File: src/rtl/regfile_pkg.sv
// Shared definitions for the regfile_pe register bank: write-port
// operation encoding and a small helper used by the next-value logic.
package regfile_pkg;

    // Write-port operation select.
    typedef enum logic [1:0] {
        OP_LOAD = 2'b00,
        OP_INC  = 2'b01,
        OP_DEC  = 2'b10,
        OP_CLR  = 2'b11
    } op_e;

    // Raw 2-bit op type as it appears on the port.
    typedef logic [1:0] op_t;

    // True when the op wraps the register around: INC from all-ones or
    // DEC from zero. Takes the reduction results so it stays width-agnostic.
    function automatic logic op_wraps(input op_t op_i,
                                      input logic all_ones_i,
                                      input logic all_zero_i);
        logic wrap_v;
        case (op_i)
            OP_INC:  wrap_v = all_ones_i;
            OP_DEC:  wrap_v = all_zero_i;
            OP_LOAD: wrap_v = 1'b0;
            OP_CLR:  wrap_v = 1'b0;
            default: wrap_v = 1'b0;
        endcase
        return wrap_v;
    endfunction

endpackage : regfile_pkg

File: src/rtl/regfile_pe_reg_cell.sv
// One WIDTH-bit storage register of the regfile_pe bank. Loads `in`
// on a rising edge when wr_en is high, otherwise holds. Asynchronous
// active-low reset to RESET_VAL.
module reg_cell #(
    parameter int              WIDTH     = 8,
    parameter logic [WIDTH-1:0] RESET_VAL = {WIDTH{1'b0}}
) (
    input  logic             clock,
    input  logic             reset_N,
    input  logic             wr_en,
    input  logic [WIDTH-1:0] in,
    output logic [WIDTH-1:0] out
);

    logic [WIDTH-1:0] data_d;
    logic [WIDTH-1:0] data_q;

    // Next-state: take the new value when enabled, otherwise hold.
    always_comb begin
        data_d = data_q;
        if (wr_en) begin
            data_d = in;
        end else begin
            data_d = data_q;
        end
    end

    // Storage flop with asynchronous reset.
    always_ff @(posedge clock or negedge reset_N) begin
        if (!reset_N) begin
            data_q <= RESET_VAL;
        end else begin
            data_q <= data_d;
        end
    end

    assign out = data_q;

endmodule : reg_cell

File: src/rtl/regfile_pe.sv
// regfile_pe: DEPTH x WIDTH register bank with one write port carrying
// an operation (load / increment / decrement / clear), two combinational
// read ports, an optional write-through bypass and an optional
// hard-wired zero register. ovf records whether the last committed
// write wrapped around.
module regfile_pe
    import regfile_pkg::*;
#(
    parameter int               WIDTH     = 8,
    parameter int               DEPTH     = 4,
    parameter logic [WIDTH-1:0] RESET_VAL = {WIDTH{1'b0}},
    parameter bit               ZERO_REG  = 1'b0,
    parameter bit               BYPASS    = 1'b1,
    localparam int              AW        = (DEPTH > 1) ? $clog2(DEPTH) : 1
) (
    input  logic             clock,
    input  logic             reset_N,
    input  logic             wr_en,
    input  logic [1:0]       op,
    input  logic [AW-1:0]    wr_addr,
    input  logic [WIDTH-1:0] in,
    input  logic [AW-1:0]    rd_addr_a,
    output logic [WIDTH-1:0] out_a,
    input  logic [AW-1:0]    rd_addr_b,
    output logic [WIDTH-1:0] out_b,
    output logic             ovf
);

    localparam logic [WIDTH-1:0] ONE_VAL  = {{(WIDTH-1){1'b0}}, 1'b1};
    localparam logic [WIDTH-1:0] ZERO_VAL = {WIDTH{1'b0}};
    localparam logic [AW-1:0]    ADDR0    = {AW{1'b0}};

    logic [WIDTH-1:0] reg_val_s [DEPTH];
    logic [DEPTH-1:0] cell_we_s;
    logic [WIDTH-1:0] cur_val_s;
    logic [WIDTH-1:0] nv_s;
    logic             wrap_s;
    logic             write_ok_s;
    logic             ovf_d;
    logic             ovf_q;

    // Current contents of the write target, the operand for INC/DEC.
    always_comb begin
        cur_val_s = reg_val_s[wr_addr];
    end

    // Next value of the write target for the selected op.
    always_comb begin
        nv_s = cur_val_s;
        case (op_e'(op))
            OP_LOAD: nv_s = in;
            OP_INC:  nv_s = cur_val_s + ONE_VAL;
            OP_DEC:  nv_s = cur_val_s - ONE_VAL;
            OP_CLR:  nv_s = ZERO_VAL;
            default: nv_s = cur_val_s;
        endcase
    end

    // Wrap detection for the ovf flag.
    always_comb begin
        wrap_s = op_wraps(op, &cur_val_s, ~|cur_val_s);
    end

    // A write commits only out of reset and not to a hard-wired zero reg.
    always_comb begin
        write_ok_s = 1'b0;
        if (reset_N && wr_en) begin
            if (ZERO_REG && (wr_addr == ADDR0)) begin
                write_ok_s = 1'b0;
            end else begin
                write_ok_s = 1'b1;
            end
        end else begin
            write_ok_s = 1'b0;
        end
    end

    // One-hot write enable to the addressed cell.
    always_comb begin
        cell_we_s = {DEPTH{1'b0}};
        for (int i = 0; i < DEPTH; i++) begin
            if (write_ok_s && (wr_addr == AW'(i))) begin
                cell_we_s[i] = 1'b1;
            end else begin
                cell_we_s[i] = 1'b0;
            end
        end
    end

    // ovf follows the wrap of each committed write, holds otherwise.
    always_comb begin
        ovf_d = ovf_q;
        if (write_ok_s) begin
            ovf_d = wrap_s;
        end else begin
            ovf_d = ovf_q;
        end
    end

    // ovf flag register.
    always_ff @(posedge clock or negedge reset_N) begin
        if (!reset_N) begin
            ovf_q <= 1'b0;
        end else begin
            ovf_q <= ovf_d;
        end
    end

    assign ovf = ovf_q;

    // Storage cells. Under ZERO_REG, cell 0 resets to zero and is never
    // enabled, so it stays zero whatever RESET_VAL is.
    for (genvar g = 0; g < DEPTH; g++) begin : g_cell
        localparam logic [WIDTH-1:0] CELL_RST =
            (ZERO_REG && (g == 0)) ? ZERO_VAL : RESET_VAL;

        reg_cell #(
            .WIDTH     (WIDTH),
            .RESET_VAL (CELL_RST)
        ) u_cell (
            .clock   (clock),
            .reset_N (reset_N),
            .wr_en   (cell_we_s[g]),
            .in      (nv_s),
            .out     (reg_val_s[g])
        );
    end

    // Read port A: zero register, then bypass of a pending write, then storage.
    always_comb begin
        out_a = reg_val_s[rd_addr_a];
        if (ZERO_REG && (rd_addr_a == ADDR0)) begin
            out_a = ZERO_VAL;
        end else if (BYPASS && write_ok_s && (rd_addr_a == wr_addr)) begin
            out_a = nv_s;
        end else begin
            out_a = reg_val_s[rd_addr_a];
        end
    end

    // Read port B: same selection as port A.
    always_comb begin
        out_b = reg_val_s[rd_addr_b];
        if (ZERO_REG && (rd_addr_b == ADDR0)) begin
            out_b = ZERO_VAL;
        end else if (BYPASS && write_ok_s && (rd_addr_b == wr_addr)) begin
            out_b = nv_s;
        end else begin
            out_b = reg_val_s[rd_addr_b];
        end
    end

endmodule : regfile_pe

File: config.mk
export PLATFORM = sky130hd
export DESIGN_NAME = regfile_pe
export DESIGN_NICKNAME = d
export VERILOG_FILES = /design/src/rtl/regfile_pkg.sv /design/src/rtl/regfile_pe_reg_cell.sv /design/src/rtl/regfile_pe.sv
export SDC_FILE = /design/constraint.sdc
export NUM_CORES = 1
export LEC_CHECK = 0
export BUFFER_PORTS_ARGS = -buffer_cell sky130_fd_sc_hd__clkbuf_2
export CAP_MARGIN = 20
export CORE_MARGIN = 2
export CORE_UTILIZATION = 55
export DETAILED_ROUTE_END_ITERATION = 16
export PLACE_DENSITY = 0.89
export REMOVE_ABC_BUFFERS = 1
export SLEW_MARGIN = 20
export SYNTH_ARGS = -nofsm -noshare
export SYNTH_HDL_FRONTEND = slang
export SYNTH_SLANG_ARGS = --single-unit
File: constraint.sdc
create_clock -name clock -period 3.21 [get_ports clock]
set_input_delay 0.1605 -clock clock [delete_from_list [all_inputs] [get_ports clock]]
set_output_delay 0.1605 -clock clock [all_outputs]
set_load 0.01 [all_outputs]
==> results <==
- The flow ran to the end, and the final reports show no timing, DRC or antenna violations.
- The total number of yosys warnings is 0.
- The final-layout setup total negative slack is 0 ns.
- The largest family of logic cells by synthesized area is multiplexers.
- Compared with the post-synthesis result, the final layout area differs by 12.0%.
- The worst register-to-register path ends at g_cell[2].u_cell.out[7].
- In the synthesized netlist, the number of instances is between 200 and 300.
- Based on the critical path, the design can be clocked at up to about 320 MHz.
- The slew at the pin with the worst max-slew slack is approximately 0.7 ns.
- Counting instances in the post-synthesis netlist gives the leading cell types as sky130_fd_sc_hd__nand2_1, sky130_fd_sc_hd__dfrtp_1, sky130_fd_sc_hd__o21ai_0.
- STA classifies the critical path startpoint as a flip-flop.
- The total power divided by cell area is between 600 and 700 nW/um^2.
- The tightest min-delay check is of the in -> reg type.
- The storage element area is a little over 800 um^2.
- The clock reaches the later pin of the worst-skew pair after slightly below 0.3 ns.
- The met1 layer wirelength in the final routing is around 2800 um.
- The number of antenna violations at the first check in global routing is 0.
- Summing the sequential cell areas from Yosys gives 31.7% of the chip area.
- Entering global routing, the biggest net connects 37 pins.
- STA classifies the critical path endpoint as an output pin.
- The initial DRC count is 346.
- The per-instance average area after synthesis is 9.91 um^2.
- Routability-driven placement finished with a final weighted congestion of 1.11.
- Of the total synthesized cell area, the portion taken by full adders, half adders and majority gates is 5.09%.
- The number of sinks on the clock net is 33.
- The post-placement worst setup slack is 0.311 ns.
- The floorplan has 25 rows.
- The mux contribution to synthesized area is about a quarter.
- The area of the core region is ~4600 um^2.
- The setup skew after layout is about 0.0076 ns.
- The area of the die is approximately 5300 um^2.
- The length in cells of the worst reg-to-reg path is 7.
- TritonCTS built the clock tree.
- The number of levels in the clock H-tree is 2.
- In this run the tightest slew margin relative to its limit is between 50% and 60%.
- Setup repair after global routing left no endpoint under its margin.
- The worst hold path terminates at g_cell[0].u_cell.out[7].
- At the end of the flow, the number of nets in the layout was 324.
- The synthesized design contains 0 enable-type register cells.
- The mean number of vias per cell is roughly 6.7.
- The via count of the first global-routing pass is 2128.
- The most frequently used cell type in the post-synthesis netlist is sky130_fd_sc_hd__nand2_1.
- For this run, the total global-route usage over all layers was measured as between 20 and 30%.
- Setup slack on the critical path of the routed design comes to between 0.1 and 0.15 ns.
- The number of max-slew violations in the final report is 0.
- The total number of vias is approximately 2300.
- For this run, the share of the core covered by cells in the final layout is 63.1%.
- The time the final worst path needs with I/O delays and setup is between 3 and 4 ns.
- For the worst setup path, the data required time is roughly 3.1 ns.
- The number of buffer cells added on primary ports is 35.
- The number of antenna diodes is 0.
- The fraction of the mapped netlist area in simple logic gates is about 15%.
- The number of failing setup endpoints in the final timing report is 0.
- The startpoint of the most critical hold path is in[7].
- The largest fanout on the critical path is 6.
- In the routed design, unresolved DRC markers number 0.
- The setup slack on the worst flop-to-flop path is between 0.5 and 0.6 ns.
- The share of the clock period used by the worst path after layout is approximately 96%.
- The root buffer cell chosen for the clock tree is sky130_fd_sc_hd__clkbuf_8.
- The critical path data arrival time is ~2.9 ns.
- The final hold violation count came to 0.
- By area the synthesized netlist is led by sky130_fd_sc_hd__dfrtp_1, sky130_fd_sc_hd__mux4_2, sky130_fd_sc_hd__nand2_1.
- The sum of met3 wire segment lengths after detailed routing is ~600 um.
- The first-pass GRT wire length is roughly 11000 um.
- The sum of routed wire length over all layers is roughly 6900 um.
- The count of placed standard cells including taps is around 340.
- The fraction of layout instances using a drive strength above 1 is around 28%.
- The reg-to-reg startpoint is g_cell[3].u_cell.out[4].
- The area of the multi-input gates is about 1700 um^2.
- The peak supply drop is roughly 0.00025 V.
- Summing the areas of all compound-gate instances in the mapped netlist gives roughly 15% of the synthesized area.
- The cell type with the largest total area after synthesis is sky130_fd_sc_hd__dfrtp_1.
- The area of the mapped netlist is ~2600 um^2.
- The minimum hold slack is approximately 0.25 ns.
- After filler insertion, the fill cell instance count of the layout stands at between 300 and 400.
- The count of placed standard cells in the final layout, fillers left out is 350.
- The register bit total from synthesis is 33.
- After Yosys synthesis, XOR and XNOR cells account for around 3.0% of the synthesized area.
- The number of detailed-routing iterations run before antenna repair is 5.
- The die is between 70 and 80 um tall.
- The count of max-cap constraint violations is 0.
- The uppermost layer routed is met4.
- Summed over its instances, the top area cell type makes up 31.7% of the synthesized netlist area.
- The maximum clock path buffer count is 2.
- For this run, the leading register cell type out of synthesis is sky130_fd_sc_hd__dfrtp_1.
- The routed wire length on met2 is between 3000 and 4000 um.
- The share of flip-flops with an asynchronous set or reset is 100%.
- By startpoint and endpoint, the worst setup path is classified as reg -> out.
- The total overflow left after global routing is 0.
- The post-route antenna net violation count is 0.
- Dividing the detail-routed wire length by the instance count gives ~20 um.
- Along the worst hold path, the cell count comes to 3.
- The static leakage is about 0.0013 uW.
- The number of ports placed on the die boundary is 36.
- The CTS buffer count is 5.
- The width of the die is between 70 and 80 um.
- The count of unique library cells instantiated by Yosys is 44.
- The post-detailed-placement half-perimeter wirelength is just under 5000 um.
- The initial cell density of the core is between 50% and 60%.
- The clock-pin slew reported for the worst setup and hold paths after clock tree synthesis is roughly 0.07 ns.
## per-stage QoR
step / total power (uW) / cell area (um^2)
after floorplan: 1190 / 2500
after global placement: 1430 / 2810
after detailed placement: 1470 / 2810
after CTS: 1780 / 2910
after global routing: 1920 / 2920
final: 1800 / 2920
## repair_timing
item / 4_1_cts / 5_1_grt
hold buffers: 1 / 0
buffers inserted: 0 / 0
setup endpoints to repair: 0 / 4
hold endpoints to repair: 33 / 0
gates resized for setup: 0 / 4
## flip-flops by register name (all words and copies together) (netlist names)
register and count:
ovf 1, g_cell.u_cell.out 32
## per-layer routing
metal	track usage (%)	up-vias
met5	0	-
met4	11.9	0
met3	4.83	25
met2	43.0	145
met1	37.6	1111
li1	-	1051
## worst max-delay path by stage
stage,from,end,depth (start not counted)
floorplan,g_cell[3].u_cell.out[1],out_a[6],7
global placement,wr_addr[0],out_a[7],9
detailed placement,wr_addr[0],out_a[7],9
CTS,g_cell[3].u_cell.out[1],out_a[6],9
global route,g_cell[3].u_cell.out[4],out_a[7],8
finish,g_cell[2].u_cell.out[1],out_a[6],9
## report_power, final
group	total (uW)	internal [uW]	switching [uW]
sequential	650	530	120
combinational	844	399	445
clock	311	150	162
total	1800	1080	726
## area by class of cell
class,count,area share (%)
Clock buffer,5,2.36
Clock inverter,3,0.600
Inverter,8,1.03
Multi-Input combinational cell,203,57.0
Sequential cell,33,28.3
Tap cell,54,2.31
Timing Repair Buffer,44,8.40
## critical path, cell delays in order, from the launching register on
cell and delay [ns]:
sky130_fd_sc_hd__dfrtp_1 0.42, sky130_fd_sc_hd__mux4_2 0.54, sky130_fd_sc_hd__fa_1 0.45, sky130_fd_sc_hd__a21o_1 0.22
sky130_fd_sc_hd__a211oi_2 0.28, sky130_fd_sc_hd__nor4_1 0.10, sky130_fd_sc_hd__a211oi_1 0.22, sky130_fd_sc_hd__buf_4 0.19
sky130_fd_sc_hd__mux2i_1 0.07, sky130_fd_sc_hd__clkbuf_2 0.16
## layout by cell type (no fill, tap or decap), types with 3 or more instances in the layout
cell type / Yosys / final
sky130_fd_sc_hd__a21o_1: 3 / 3
sky130_fd_sc_hd__a21oi_1: 13 / 12
sky130_fd_sc_hd__a22oi_1: 4 / 4
sky130_fd_sc_hd__a31oi_1: 4 / 4
sky130_fd_sc_hd__buf_4: 1 / 8
sky130_fd_sc_hd__clkbuf_2: 1 / 35
sky130_fd_sc_hd__clkbuf_8: 0 / 5
sky130_fd_sc_hd__dfrtp_1: 33 / 33
sky130_fd_sc_hd__ha_1: 9 / 8
sky130_fd_sc_hd__inv_1: 8 / 8
sky130_fd_sc_hd__mux2i_1: 9 / 9
sky130_fd_sc_hd__mux2i_2: 3 / 3
sky130_fd_sc_hd__mux4_2: 23 / 23
sky130_fd_sc_hd__nand2_1: 38 / 38
sky130_fd_sc_hd__nand3_1: 4 / 4
sky130_fd_sc_hd__nor2_1: 17 / 17
sky130_fd_sc_hd__nor3_1: 5 / 4
sky130_fd_sc_hd__nor3b_1: 4 / 4
sky130_fd_sc_hd__nor4_1: 5 / 5
sky130_fd_sc_hd__o21ai_0: 28 / 27
sky130_fd_sc_hd__xor2_1: 7 / 7
## kinds of logic after synthesis
family	count (synthesis)
buf+inv	27
simple gates	84
compound gates	65
fa+ha+maj	10
flops	33
xor+xnor	9
mux	35
Note: power is estimated with default switching activity, not from simulation.
